File: src/rtl/moore_seq_gen_pkg.sv
// Shared types and constants for the moore_seq_gen serial pattern generator.
// Holds the FSM state encoding, default widths, the detector pattern and the parity helper.
package moore_seq_gen_pkg;

    typedef enum logic [1:0] {
        IDLE  = 2'd0,
        SHIFT = 2'd1,
        PAR   = 2'd2,
        DONE  = 2'd3
    } gen_state_e;

    localparam int PAT_W_DEF = 4;
    localparam int CNT_W_DEF = 4;

    // Pattern recognised by the companion overlapping Moore detector
    localparam logic [3:0] DET_PATTERN = 4'b1011;

    function automatic logic even_parity(input logic [31:0] v);
        return ^v;
    endfunction

endpackage

File: src/rtl/moore_seq_gen_piso.sv
// Loadable parallel-in/serial-out shift register, MSB first.
// Exposes the MSB the register will hold after the coming edge so the owner can register it.
module seq_piso #(
    parameter int W = 4
) (
    input  logic         clk,
    input  logic         rst,
    input  logic         i_load,
    input  logic         i_shift,
    input  logic [W-1:0] i_data,
    output logic         o_msb_nxt
);

    logic [W-1:0] r_sr;

    // Shift register: load has priority over shift
    always_ff @(posedge clk) begin
        if (rst) begin
            r_sr <= {W{1'b0}};
        end else if (i_load) begin
            r_sr <= i_data;
        end else if (i_shift) begin
            r_sr <= {r_sr[W-2:0], 1'b0};
        end else begin
            r_sr <= r_sr;
        end
    end

    // Look-ahead MSB
    always_comb begin
        if (i_load) begin
            o_msb_nxt = i_data[W-1];
        end else if (i_shift) begin
            o_msb_nxt = r_sr[W-2];
        end else begin
            o_msb_nxt = r_sr[W-1];
        end
    end

endmodule

File: src/rtl/moore_seq_gen.sv
// Moore serial pattern generator: shifts a latched pattern out MSB-first for R repetitions.
// Optional per-repetition even-parity bit enabled by defining MOORE_SEQ_GEN_PARITY_EN.
module moore_seq_gen
    import moore_seq_gen_pkg::*;
#(
    parameter int PAT_W = PAT_W_DEF,
    parameter int CNT_W = CNT_W_DEF
) (
    input  logic             clk,
    input  logic             rst,
    input  logic             start,
    input  logic [PAT_W-1:0] pat_in,
    input  logic [CNT_W-1:0] rep_in,
    output logic             out,
    output logic             valid,
    output logic             busy,
    output logic             done
);

    localparam int               BW       = $clog2(PAT_W);
    localparam logic [BW-1:0]    BIT_TOP  = BW'(PAT_W - 1);
    localparam logic [BW-1:0]    BIT_ZERO = {BW{1'b0}};
    localparam logic [CNT_W-1:0] REP_ONE  = CNT_W'(1);

    localparam logic [1:0] ST_IDLE  = IDLE;
    localparam logic [1:0] ST_SHIFT = SHIFT;
    localparam logic [1:0] ST_PAR   = PAR;
    localparam logic [1:0] ST_DONE  = DONE;

    logic [1:0]       r_state;
    logic [BW-1:0]    r_bit_cnt;
    logic [CNT_W-1:0] r_rep_cnt;
    logic [PAT_W-1:0] r_pat;
    logic             r_out;
    logic             r_valid;
    logic             r_busy;
    logic             r_done;

    logic [1:0]       w_state_nxt;
    logic [BW-1:0]    w_bit_nxt;
    logic [CNT_W-1:0] w_rep_nxt;
    logic [PAT_W-1:0] w_pat_nxt;
    logic             w_load;
    logic             w_shift;
    logic [PAT_W-1:0] w_load_data;
    logic             w_msb_nxt;
    logic             w_out_nxt;
    logic             w_valid_nxt;
    logic             w_busy_nxt;
    logic             w_done_nxt;

    seq_piso #(
        .W(PAT_W)
    ) u_piso (
        .clk       (clk),
        .rst       (rst),
        .i_load    (w_load),
        .i_shift   (w_shift),
        .i_data    (w_load_data),
        .o_msb_nxt (w_msb_nxt)
    );

    // Next-state, counter and shift-register control
    always_comb begin
        w_state_nxt = r_state;
        w_bit_nxt   = r_bit_cnt;
        w_rep_nxt   = r_rep_cnt;
        w_pat_nxt   = r_pat;
        w_load      = 1'b0;
        w_shift     = 1'b0;
        w_load_data = r_pat;
        case (r_state)
            ST_IDLE: begin
                if (start) begin
                    w_state_nxt = ST_SHIFT;
                    w_load      = 1'b1;
                    w_load_data = pat_in;
                    w_pat_nxt   = pat_in;
                    w_rep_nxt   = (rep_in == {CNT_W{1'b0}}) ? REP_ONE : rep_in;
                    w_bit_nxt   = BIT_TOP;
                end else begin
                    w_state_nxt = ST_IDLE;
                end
            end
            ST_SHIFT: begin
                if (r_bit_cnt != BIT_ZERO) begin
                    w_shift   = 1'b1;
                    w_bit_nxt = r_bit_cnt - BW'(1);
                end else begin
`ifdef MOORE_SEQ_GEN_PARITY_EN
                    w_state_nxt = ST_PAR;
`else
                    // Reload for the next repetition with no gap cycle
                    if (r_rep_cnt > REP_ONE) begin
                        w_load    = 1'b1;
                        w_rep_nxt = r_rep_cnt - REP_ONE;
                        w_bit_nxt = BIT_TOP;
                    end else begin
                        w_state_nxt = ST_DONE;
                    end
`endif
                end
            end
            ST_PAR: begin
`ifdef MOORE_SEQ_GEN_PARITY_EN
                if (r_rep_cnt > REP_ONE) begin
                    w_state_nxt = ST_SHIFT;
                    w_load      = 1'b1;
                    w_rep_nxt   = r_rep_cnt - REP_ONE;
                    w_bit_nxt   = BIT_TOP;
                end else begin
                    w_state_nxt = ST_DONE;
                end
`else
                w_state_nxt = ST_IDLE;
`endif
            end
            ST_DONE: begin
                w_state_nxt = ST_IDLE;
            end
            default: begin
                w_state_nxt = ST_IDLE;
            end
        endcase
    end

    // Moore outputs decoded from the next state so they can be registered without latency
    always_comb begin
        w_out_nxt   = 1'b0;
        w_valid_nxt = 1'b0;
        w_busy_nxt  = 1'b0;
        w_done_nxt  = 1'b0;
        case (w_state_nxt)
            ST_SHIFT: begin
                w_out_nxt   = w_msb_nxt;
                w_valid_nxt = 1'b1;
                w_busy_nxt  = 1'b1;
            end
`ifdef MOORE_SEQ_GEN_PARITY_EN
            ST_PAR: begin
                w_out_nxt   = even_parity(32'(r_pat));
                w_valid_nxt = 1'b1;
                w_busy_nxt  = 1'b1;
            end
`endif
            ST_DONE: begin
                w_done_nxt = 1'b1;
            end
            default: begin
                w_out_nxt = 1'b0;
            end
        endcase
    end

    // State, counters, latched pattern and registered outputs
    always_ff @(posedge clk) begin
        if (rst) begin
            r_state   <= ST_IDLE;
            r_bit_cnt <= BIT_ZERO;
            r_rep_cnt <= {CNT_W{1'b0}};
            r_pat     <= {PAT_W{1'b0}};
            r_out     <= 1'b0;
            r_valid   <= 1'b0;
            r_busy    <= 1'b0;
            r_done    <= 1'b0;
        end else begin
            r_state   <= w_state_nxt;
            r_bit_cnt <= w_bit_nxt;
            r_rep_cnt <= w_rep_nxt;
            r_pat     <= w_pat_nxt;
            r_out     <= w_out_nxt;
            r_valid   <= w_valid_nxt;
            r_busy    <= w_busy_nxt;
            r_done    <= w_done_nxt;
        end
    end

    assign out   = r_out;
    assign valid = r_valid;
    assign busy  = r_busy;
    assign done  = r_done;

endmodule

File: config.mk
export PLATFORM = sky130hd
export DESIGN_NAME = moore_seq_gen
export DESIGN_NICKNAME = d
export VERILOG_FILES = /design/src/rtl/moore_seq_gen_pkg.sv /design/src/rtl/moore_seq_gen_piso.sv /design/src/rtl/moore_seq_gen.sv
export SDC_FILE = /design/constraint.sdc
export NUM_CORES = 1
export LEC_CHECK = 0
export ABC_AREA = 1
export BUFFER_PORTS_ARGS = -buffer_cell sky130_fd_sc_hd__clkbuf_2
export CORE_MARGIN = 2
export CORE_UTILIZATION = 54
export DETAILED_ROUTE_END_ITERATION = 16
export HOLD_SLACK_MARGIN = 0.12
export PLACE_DENSITY = 0.76
export SLEW_MARGIN = 10
export SYNTH_ARGS = -nofsm -noshare
export SYNTH_HDL_FRONTEND = slang
export SYNTH_HIERARCHICAL = 1
export SYNTH_SLANG_ARGS = --single-unit
export TNS_END_PERCENT = 50
File: constraint.sdc
create_clock -name clk -period 1.7 [get_ports clk]
set_input_delay 0.255 -clock clk [delete_from_list [all_inputs] [get_ports clk]]
set_output_delay 0.255 -clock clk [all_outputs]
set_load 0.1 [all_outputs]
## After elaboration in Yosys (flattened, before gate mapping)

Cells that the tools add are included.

| storage, ports and cells | value |
|---|---|
| output and inout bits | 4 |
| bits in registers | 19 |
| word-level logic and storage cells | 57 |

| cells by class | value |
|---|---|
| $add $sub $neg | 2 |
| equality and inequality tests | 9 |
| bitwise operators | 1 |
| reductions and logical operators | 9 |
| order comparisons | 1 |
| mux-type cells | 27 |

Operators by type and width:

| kind | number |
|---|---|
| $mux 4 | 8 |
| $mux 1 | 10 |
| $mux 2 | 5 |
| $pmux 4 s2 | 1 |
| $eq 2x2->1 const B | 3 |
| $ne 2x2->1 const B | 3 |
| $pmux 2 s3 | 1 |
| $reduce_bool 2->1 | 3 |
| $eq 2x1->1 const B | 2 |
| $gt 4x1->1 const B | 1 |
| $logic_not 4->1 | 1 |
| $pmux 2 s2 | 1 |
| $reduce_and 4->1 | 1 |
| $reduce_or 2->1 | 2 |
| $sub 4x1->4 const B | 1 |
| $ne 3x3->1 const B | 1 |
| $reduce_and 3->1 | 1 |
| $logic_not 2->1 | 1 |
| $pmux 1 s2 | 1 |
| $sub 2x1->2 const B | 1 |
| $not 1->1 | 1 |

## Depth between registers and ports, before layout

Gate-level depths: netlist of run 1.

| depth | value |
|---|---|
| depth in word-level cells | 7 |
| depth in mapped cells | 12 |
| mapped depth without buffers | 12 |

## Modules after synthesis

Netlist of run 1, hierarchy kept.

Modules (own cells, without submodules):

| module | cells each | area each (um^2) | instances |
|---|---|---|---|
| moore_seq_gen | 115 | 798.3 | 1 |
| seq_piso | 28 | 193.9 | 1 |

## Least setup slack after synthesis of run 1

Ideal clock, no wire load.

| path | value |
|---|---|
| path kind | register to output |
| start point | register, netlist name busy |
| end point | output valid |
| path buffers | 1 |
| cell stages (with the launch flop) | 2 |
| slack | 0.089 ns |
| data arrival time | 1.356 ns |
| required time | 1.445 ns |
| cell sequence | dfxtp_1 > buf_4 |

RTL lines:

| what | line | source |
|---|---|---|
| to (decl) | moore_seq_gen.sv:15 | `output logic valid,` |

## Final worst setup path of run 1

| path | value |
|---|---|
| start point | register r_rep_cnt[1] |
| end point | register r_out (netlist: out) |

RTL lines:

| what | line | source |
|---|---|---|
| from (decl) | moore_seq_gen.sv:32 | `logic [CNT_W-1:0] r_rep_cnt;` |
| from (signal assigned) | moore_seq_gen.sv:160 | `r_rep_cnt <= {CNT_W{1'b0}};` |
| from (signal assigned) | moore_seq_gen.sv:169 | `r_rep_cnt <= w_rep_nxt;` |
| $gt 4x1->1 | moore_seq_gen.sv:94 | `if (r_rep_cnt > REP_ONE) begin` |
| $mux 1 | moore_seq_gen.sv:94 |  |
| $mux 1 | moore_seq_gen.sv:86 | `if (r_bit_cnt != BIT_ZERO) begin` |
| $pmux 1 s2 | moore_seq_gen.sv:72 | `case (r_state)` |
| net w_load | moore_seq_gen.sv:43 | `logic w_load;` |
| $mux 1 | moore_seq_gen_piso.sv:31 | `if (i_load) begin` |
| net w_msb_nxt | moore_seq_gen.sv:46 | `logic w_msb_nxt;` |
| to (signal assigned) | moore_seq_gen.sv:171 | `r_out <= w_out_nxt;` |
| to (decl) | moore_seq_gen.sv:34 | `logic r_out;` |

The timed path passes the listed nets, and every way through them passes these cells.
A chain may end at the register's enable or synchronous reset.

==> reports/qor.yml, run 1 <==
logic_synthesis:
  synth-compound-area-share_pct: 7.566
  avgSynthCellArea_um2: 6.938
  synth_top_family_by_area: "simple AND/OR/NAND/NOR gates"
  synth_warnings: 6
  synth_cells: 143
  ys_seq_area_share_pct: 38.34
  synth_nets: 157
  synthAdderAreaFrac_pct: 3.783
  synth-xor-area-share_pct: 0
  synth_top_area_share_pct: 38.34
  ys_ff_latch: 19
  syn_area_um2: 992.2
  ys_top_cells_by_area: "dfxtp_1, nand2_1, nor2_1"
  synth_top_area_cell: "dfxtp_1"
  yosys.cell_types.count: 21
  synth-simple-area-share_pct: 38.46
  muxShareOfSynthArea_pct: 0
critical_path:
  critPathKind: "reg2reg"
  r2r_cells: 12
  crit_path_frequent_cell: "inv_1"
  crit_fanout: 10
  crit_buf_inv: 3
  start_kind: "flip-flop"
  path_cells: "inv_1 -> ha_2 -> inv_1 -> nand2_1 -> nand2_1 -> nand2_2 -> nand2_4 -> nor2_4 -> nand2_2 -> nand3_2 -> inv_1 -> nor2_1"
  arrival_ps: 1740
  required_ps: 1930
  path_delay_family: "simple AND/OR/NAND/NOR gates"
  critPathCaptureType: "flip-flop"
  crit_slowest_cell: "dfxtp_1"
  cp_slowest_stage_delay_ps: 330
  cp.depth: 12
floorplanning:
  io_pins: 15
  core-area_um2: 1727
  die_area_um2: 2196
  rows: 15
  die_w_um: 46.87
  start_util_pct: 57.46
  die_h_um: 46.87
power:
  leakagePower_uw: 0.0005962
  finalPower_uw: 1119
  p_int_uw: 702.6
  pwr-share-seq_pct: 46.8
  switching_power_uw: 416.4
  switching_share_pct: 37.21
  max-vdd-ir-drop_mv: 0.5801
  p_per_area_nw_per_um2: 1006
  comb_power_share_pct: 33.6
  p_clk_share_pct: 19.6
hold_path:
  hold_class: "in2reg"
  min_delay_path_depth: 3
cts:
  cts_tree: "yes"
  cts_buffers: 3
  numClockSinks: 19
  max-clock-path-buffers: 2
  htree_levels: 1
  cts_root_buf: "clkbuf_4"
  clk_latency_ps: 290
  clkTransAtPathRegs_ps: 100
sta:
  worst_pin_slew_ps: 541.9
  fmaxAchievable_mhz: 665.2
  max_slew_margin_pct: 64.03
  finalSetupTns_ps: 0
  final-setup-viol-count: 0
  grt_setup_unrepaired: "false"
  hold_viol_final: 0
  drv_slew: 0
  skew_ps: 0.5921
  timing.final.crit_share_pct: 88.43
  fin_crit_ps: 1503
cells_and_area:
  n_fill_cell: 185
  regArea_um2: 381.6
  mostFrequentLayoutCell: "nand2_1"
  mostFrequentLayoutCells: "nand2_1, nor2_1, inv_1"
  final_layout_size_suffix_gt1_share_pct: 27.04
  areaGrowthSynthToFinish_pct: 12.11
  final_nets: 174
  multi_input_area_um2: 501.7
  insertedDiodeCount: 0
drt:
  wire_per_inst_um: 9.630
  ant_nets: 0
  dr.pass1.iters: 4
  drc_errors: 0
  vias: 868
  avgViaCountPerCell: 4.717
  wl_um: 1772
  drtIter0Drc: 7
run:
  cap_violations: 0
global_route:
  antenna_found_initial: 0
  overflow: 0
  grt_pass1_wl_um: 2898
  grt_max_degree: 12
  grt_pass1_vias: 762
  grt_usage_pct: 18.91
placed_design:
  port_buffers: 14
  dp_hpwl_um: 1407
  routabilityCongestion: 0.8943
outcome:
  status: "complete, no violations"
[worst paths after layout]
check,start,slack (ps),endpoint
setup / recovery,r_rep_cnt[1],200,out
hold reg to reg,u_piso/r_sr[0],480,u_piso/r_sr[0]
setup reg to reg,r_rep_cnt[1],200,out
hold / removal,pat_in[2],210,r_pat[2]
[stage by stage]
stage	cell area (um^2)	utilization, %	hold WS (ps)	setup slack (ps)	std cells
3_5_place_dp	1076	62.32	474.5	163.6	180
3_3_place_gp	1076	62.32	459.2	217.5	180
2_1_floorplan	992.2	-	324.1	88.77	143
6_report	1112	64.42	210.1	196.7	184
4_1_cts	1104	63.91	208.0	145.8	184
5_1_grt	1112	64.42	235.6	12.42	184
[tightest hold or removal path: cells and delay by family]
kind            cells  cell delay (ps)
buf+inv             1               90
simple gates        1               70
compound gates      1               60
[metal layers]
layer	vias to the layer above	track usage [%]	share of wire, %
met2	16	29.86	46
li1	466	-	-
met1	380	23.35	48
met3	6	2.692	3.6
met5	-	0	0
met4	0	13.89	2.8
[final cells by class]
| cell class | count | share of cell area, % |
|---|---|---|
| Clock buffer | 3 | 2.025 |
| Clock inverter | 1 | 0.4499 |
| Inverter | 26 | 8.999 |
| Multi-Input combinational cell | 96 | 45.11 |
| Sequential cell | 19 | 34.31 |
| Tap cell | 25 | 2.812 |
| Timing Repair Buffer | 14 | 6.299 |
[cell families after synthesis]
kind of cell / after synthesis
flops: 19
compound gates: 12
buf+inv: 28
simple gates: 81
fa+ha+maj: 3
[registers in the layout, indices dropped and copies added (netlist names)]
| signal | count |
|---|---|
| busy | 1 |
| u_piso/r_sr | 4 |
| out | 1 |
| r_rep_cnt | 4 |
| r_pat | 4 |
| r_state | 2 |
| r_bit_cnt | 2 |
| done | 1 |
[repair_timing]
| action | CTS | global route |
|---|---|---|
| gates resized for setup | 0 | 4 |
| buffers inserted | 0 | 0 |
| hold buffers | 0 | 0 |
| endpoints found under the setup margin | 0 | 4 |
[power by group through the flow]
stage                     combinational, uW  clock (uW)  sequential (uW)
after global routing                    423         245              530
after detailed placement                368           0              533
final                                   376         219              524
after global placement                  361           0              532
after CTS                               370         230              523
after floorplan                         264           0              569
[synth_stat cells]
cell type	count
ha_1	3
nor2_2	2
nor2_4	2
nand2_1	31
o21ai_2	4
nand2_2	4
clkdlybuf4s18_2	1
buf_4	1
nand3b_1	1
nand4_1	1
dfxtp_1	19
nand2_4	1
nor2_1	24
or2_2	4
inv_1	23
o21ai_0	4
inv_2	2
a21oi_1	4
inv_4	1
nand3_1	9
nand3_2	2
Note: power is estimated with default switching activity, not from simulation.
==> run 2: changes to the inputs <==
Settings changed: PLACE_DENSITY 0.76 to not set, PLACE_DENSITY_LB_ADDON set to 0.12.
==> reports/qor.yml, run 2 (synthesis gave the netlist of run 1 again) <==
outcome:
  status: "complete, no violations"
power:
  p_per_area_nw_per_um2: 1017
  comb_power_share_pct: 34.2
  switching_share_pct: 37.92
  finalPower_uw: 1152
  max-vdd-ir-drop_mv: 0.6886
  leakagePower_uw: 0.0006127
  p_int_uw: 715.0
  pwr-share-seq_pct: 45.7
  p_clk_share_pct: 20.1
  switching_power_uw: 436.7
hold_path:
  worstHoldStart: "pat_in[3]"
  hold_class: "in2reg"
cells_and_area:
  regArea_um2: 381.6
  final_layout_size_suffix_gt1_share_pct: 27.16
  mostFrequentLayoutCells: "nand2_1, nor2_1, inv_1"
  final_nets: 177
  mostFrequentLayoutCell: "nand2_1"
  areaGrowthSynthToFinish_pct: 14.12
  reg_top3: "r_pat: 4 flops, r_rep_cnt: 4 flops, u_piso/r_sr: 4 flops"
  insertedDiodeCount: 0
  finalCoreUtilization_pct: 65.58
  n_fill_cell: 173
  multi_input_area_um2: 499.2
cts:
  numClockSinks: 19
  cts_root_buf: "clkbuf_4"
  cts_buffers: 3
  clkTransAtPathRegs_ps: 110
  htree_levels: 1
  max-clock-path-buffers: 2
  cts_tree: "yes"
  clk_latency_ps: 300
sta:
  final-setup-viol-count: 0
  drv_slew: 0
  max_slew_margin_pct: 64.23
  hold_viol_final: 0
  fmaxAchievable_mhz: 601.1
  worst_pin_slew_ps: 538.9
  skew_ps: 3.514
  fin_crit_ps: 1664
  timing.final.crit_share_pct: 97.85
global_route:
  grt_pass1_wl_um: 2980
  overflow: 0
  grt_usage_pct: 19.34
  grt_pass1_vias: 736
  grt_max_degree: 12
  antenna_found_initial: 0
critical_path:
  path_cells: "inv_1 -> ha_1 -> inv_1 -> nand2_1 -> nand2_1 -> nand2_2 -> nand2_4 -> inv_1 -> nand3_1 -> nand3_1 -> nand2_1 -> inv_1"
  crit_fanout: 9
  path_delay_family: "simple AND/OR/NAND/NOR gates"
  critPathKind: "reg2reg"
  cp_slowest_stage_delay_ps: 370
  required_ps: 1910
  crit_path_frequent_cell: "inv_1"
  crit_buf_inv: 4
  startpoint: "r_rep_cnt[0]"
  critPathCaptureType: "flip-flop"
  crit_slowest_cell: "dfxtp_2"
  arrival_ps: 1870
  reg2reg_from: "r_rep_cnt[0]"
  start_kind: "flip-flop"
floorplanning:
  die_h_um: 46.87
  die_area_um2: 2196
  start_util_pct: 57.46
  io_pins: 15
  core-area_um2: 1727
  die_w_um: 46.87
  rows: 15
drt:
  drc_errors: 0
  ant_nets: 0
  avgViaCountPerCell: 4.872
  vias: 911
  wire_per_inst_um: 10.51
  wl_um: 1965
  drtIter0Drc: 17
  dr.pass1.iters: 4
placed_design:
  dp_hpwl_um: 1439
  routabilityCongestion: 0.8316
  port_buffers: 14
run:
  cap_violations: 0
[run 2: cell count changes in the layout (fill, tap and decap cells not counted), sizes merged]
cell / change
buf: +3
[run 2: routing by layer]
layer,vias up,GRT usage (%),wire (um)
li1,474,-,-
met1,398,25.06,835
met2,33,31.23,934
met3,6,2.308,148
met4,0,10.56,47
met5,-,0,0
[run 2: worst paths after layout]
path / end / slack [ps] / cells after the start
worst max-delay path: u_piso/r_sr[2] / 40 / 12
worst max register to register: u_piso/r_sr[2] / 40 / 12
worst min-delay path: r_pat[3] / 200 / 3
worst min register to register: u_piso/r_sr[0] / 480 / 2
[run 2: cell type report]
type / instances / share of cell area (%)
clock inverter: 1 / 0.4420
tap: 25 / 2.762
timing repair buffer: 17 / 8.177
clock buffer: 3 / 1.989
sequential: 19 / 33.70
multi-input combinational: 96 / 44.09
inverter: 26 / 8.840
[run 2: metrics by stage]
stage | hold WS (ps) | setup WS [ps] | setup TNS [ps] | cells | cell area [um^2]
after global routing | 202.1 | -40.79 | -40.79 | 187 | 1132
after global placement | 450.7 | 224.0 | 0 | 180 | 1076
after floorplan | 324.1 | 88.77 | 0 | 143 | 992.2
after detailed placement | 461.1 | 141.2 | 0 | 180 | 1076
final | 199.5 | 36.47 | 0 | 187 | 1132
after CTS | 198.6 | 84.25 | 0 | 184 | 1104
[run 2: worst reg2reg max path: cells and delay by family (launching register included)]
kind	cells	cell delay [ps]
buf+inv	4	290
flops	1	370
fa+ha+maj	1	210
simple gates	7	690
[run 2: timing repair]
item                       CTS  global route
resized for setup            0             2
setup buffers                0             3
hold buffers                 0             0
setup endpoints to repair    0             3
[run 2: power by group through the flow]
stage	logic, uW	clock network, uW	registers [uW]
6_report	394	231	526
5_1_grt	441	259	532
4_1_cts	370	236	525
3_5_place_dp	367	0	535
3_3_place_gp	362	0	531
2_1_floorplan	264	0	569
==> run 3: changes to the inputs <==
Settings changed: CORE_ASPECT_RATIO set to 1.1.
==> reports/qor.yml, run 3 (synthesis gave the netlist of run 1 again) <==
cells_and_area:
  reg_top3: "r_pat: 4 flops, r_rep_cnt: 4 flops, u_piso/r_sr: 4 flops"
  final_nets: 177
  insertedDiodeCount: 0
  mostFrequentLayoutCells: "nand2_1, nor2_1, inv_1"
  mostFrequentLayoutCell: "nand2_1"
  final_layout_size_suffix_gt1_share_pct: 27.16
  postLayoutCellArea_um2: 1122
  areaGrowthSynthToFinish_pct: 13.12
floorplanning:
  io_pins: 15
  start_util_pct: 56.32
  core-area_um2: 1762
  die_area_um2: 2197
  die_w_um: 44.87
  rows: 16
  die_h_um: 48.96
sta:
  fmaxAchievable_mhz: 650.1
  fin_crit_ps: 1538
  whs_ps: 211.7
  final-setup-viol-count: 0
  finalSetupTns_ps: 0
  timing.final.crit_share_pct: 90.48
  hold_viol_final: 0
  drv_slew: 0
  max_slew_margin_pct: 62.99
  skew_ps: 7.288
  worst_pin_slew_ps: 553.1
drt:
  ant_nets: 0
  drtIter0Drc: 12
  avgViaCountPerCell: 4.883
  drc_errors: 0
  vias: 879
  dr.pass1.iters: 4
  wire_per_inst_um: 10.53
  wl_um: 1895
critical_path:
  path_delay_family: "simple AND/OR/NAND/NOR gates"
  r2r_cells: 12
  r2r_end: "u_piso/r_sr[2]"
  ff2ff_setup_slack_ps: 160
  startpoint: "r_rep_cnt[0]"
  critPathKind: "reg2reg"
  critPathCaptureType: "flip-flop"
  start_kind: "flip-flop"
  path_cells: "inv_1 -> ha_1 -> inv_1 -> nand2_1 -> nand2_1 -> nand2_2 -> nand2_4 -> inv_1 -> nand3_1 -> nand3_1 -> nand2_1 -> inv_1"
  crit_path_frequent_cell: "inv_1"
  crit_slowest_cell: "dfxtp_2"
  crit_fanout: 5
  crit_buf_inv: 4
  cp_slowest_stage_delay_ps: 380
  reg2reg_from: "r_rep_cnt[0]"
  arrival_ps: 1750
  crit_path_end: "u_piso/r_sr[2]"
  required_ps: 1910
  cp.depth: 12
cts:
  cts_buffers: 3
  clkTransAtPathRegs_ps: 110
  cts_tree: "yes"
  holdBufCountCts: 0
  numClockSinks: 19
  clk_latency_ps: 290
  max-clock-path-buffers: 2
  htree_levels: 1
  cts_root_buf: "clkbuf_4"
power:
  leakagePower_uw: 0.0006126
  finalPower_uw: 1141
  p_per_area_nw_per_um2: 1017
  max-vdd-ir-drop_mv: 0.5461
hold_path:
  hold_class: "in2reg"
outcome:
  status: "complete, no violations"
placed_design:
  routabilityCongestion: 0.8587
  dp_hpwl_um: 1468
  port_buffers: 14
  postPlaceCellArea_um2: 1067
global_route:
  grt_usage_pct: 19.35
  grt_max_degree: 12
  antenna_found_initial: 0
  overflow: 0
  grt_pass1_vias: 813
  grt_pass1_wl_um: 3291
run:
  cap_violations: 0
run 3: changes by cell type in the layout (fill, tap and decap cells not counted), sizes merged:
cell / change
buf: -1
nand2: +1
run 3: area by class of cell:
cell class	count	area, um^2
clock buffers	3	22.52
fillers	178	639.4
repair buffers	16	85.08
well taps	18	22.52
multi-input cells	97	505.5
inverters	26	100.1
clock inverters	1	5.005
flip-flops and latches	19	381.6
run 3: how the worst min path moves through the flow:
stage,startpoint,to,slack (ps),depth (start not counted)
floorplan,rst,u_piso/r_sr[0],320,1
global placement,u_piso/r_sr[0],u_piso/r_sr[0],460,2
detailed placement,u_piso/r_sr[0],u_piso/r_sr[0],470,2
CTS,pat_in[2],r_pat[2],210,3
global route,pat_in[3],r_pat[3],200,3
finish,pat_in[1],r_pat[1],210,3
run 3: where the power goes:
group / internal, uW / leakage (uW) / switching, uW
combinational: 129 / 0.000438 / 259
clock: 87.4 / 0.0000177 / 141
sequential: 495 / 0.000157 / 29.9
total: 711 / 0.000613 / 430
run 3: timing repair:
item / CTS / global route
setup buffers: 0 / 2
setup endpoints to repair: 0 / 5
gates resized for setup: 0 / 2
run 3: routing by layer:
layer	wire length [um]	vias to the layer above	global-route usage (%)	part of all wire [%]
met5	0	-	0	0
met4	19	0	5.392	1.0
met3	96	2	2.222	5.1
met2	957	30	33.57	51
met1	823	376	24.59	43
li1	-	471	-	-
run 3: through the flow:
step	std cells	utilization, %	setup WS, ps
after floorplan	143	-	88.77
final	180	63.71	161.9
after global routing	180	63.71	-1.359
after CTS	177	62.14	120.8
after detailed placement	173	60.58	156.7
after global placement	173	60.58	214.9
run 3: worst register-to-register path, cell delays in order, from the launching register on:
cell and delay (ps):
dfxtp_2 380, inv_1 70, ha_1 210, inv_1 70
nand2_1 80, nand2_1 90, nand2_2 110, nand2_4 120
inv_1 80, nand3_1 80, nand3_1 80, nand2_1 60
inv_1 40
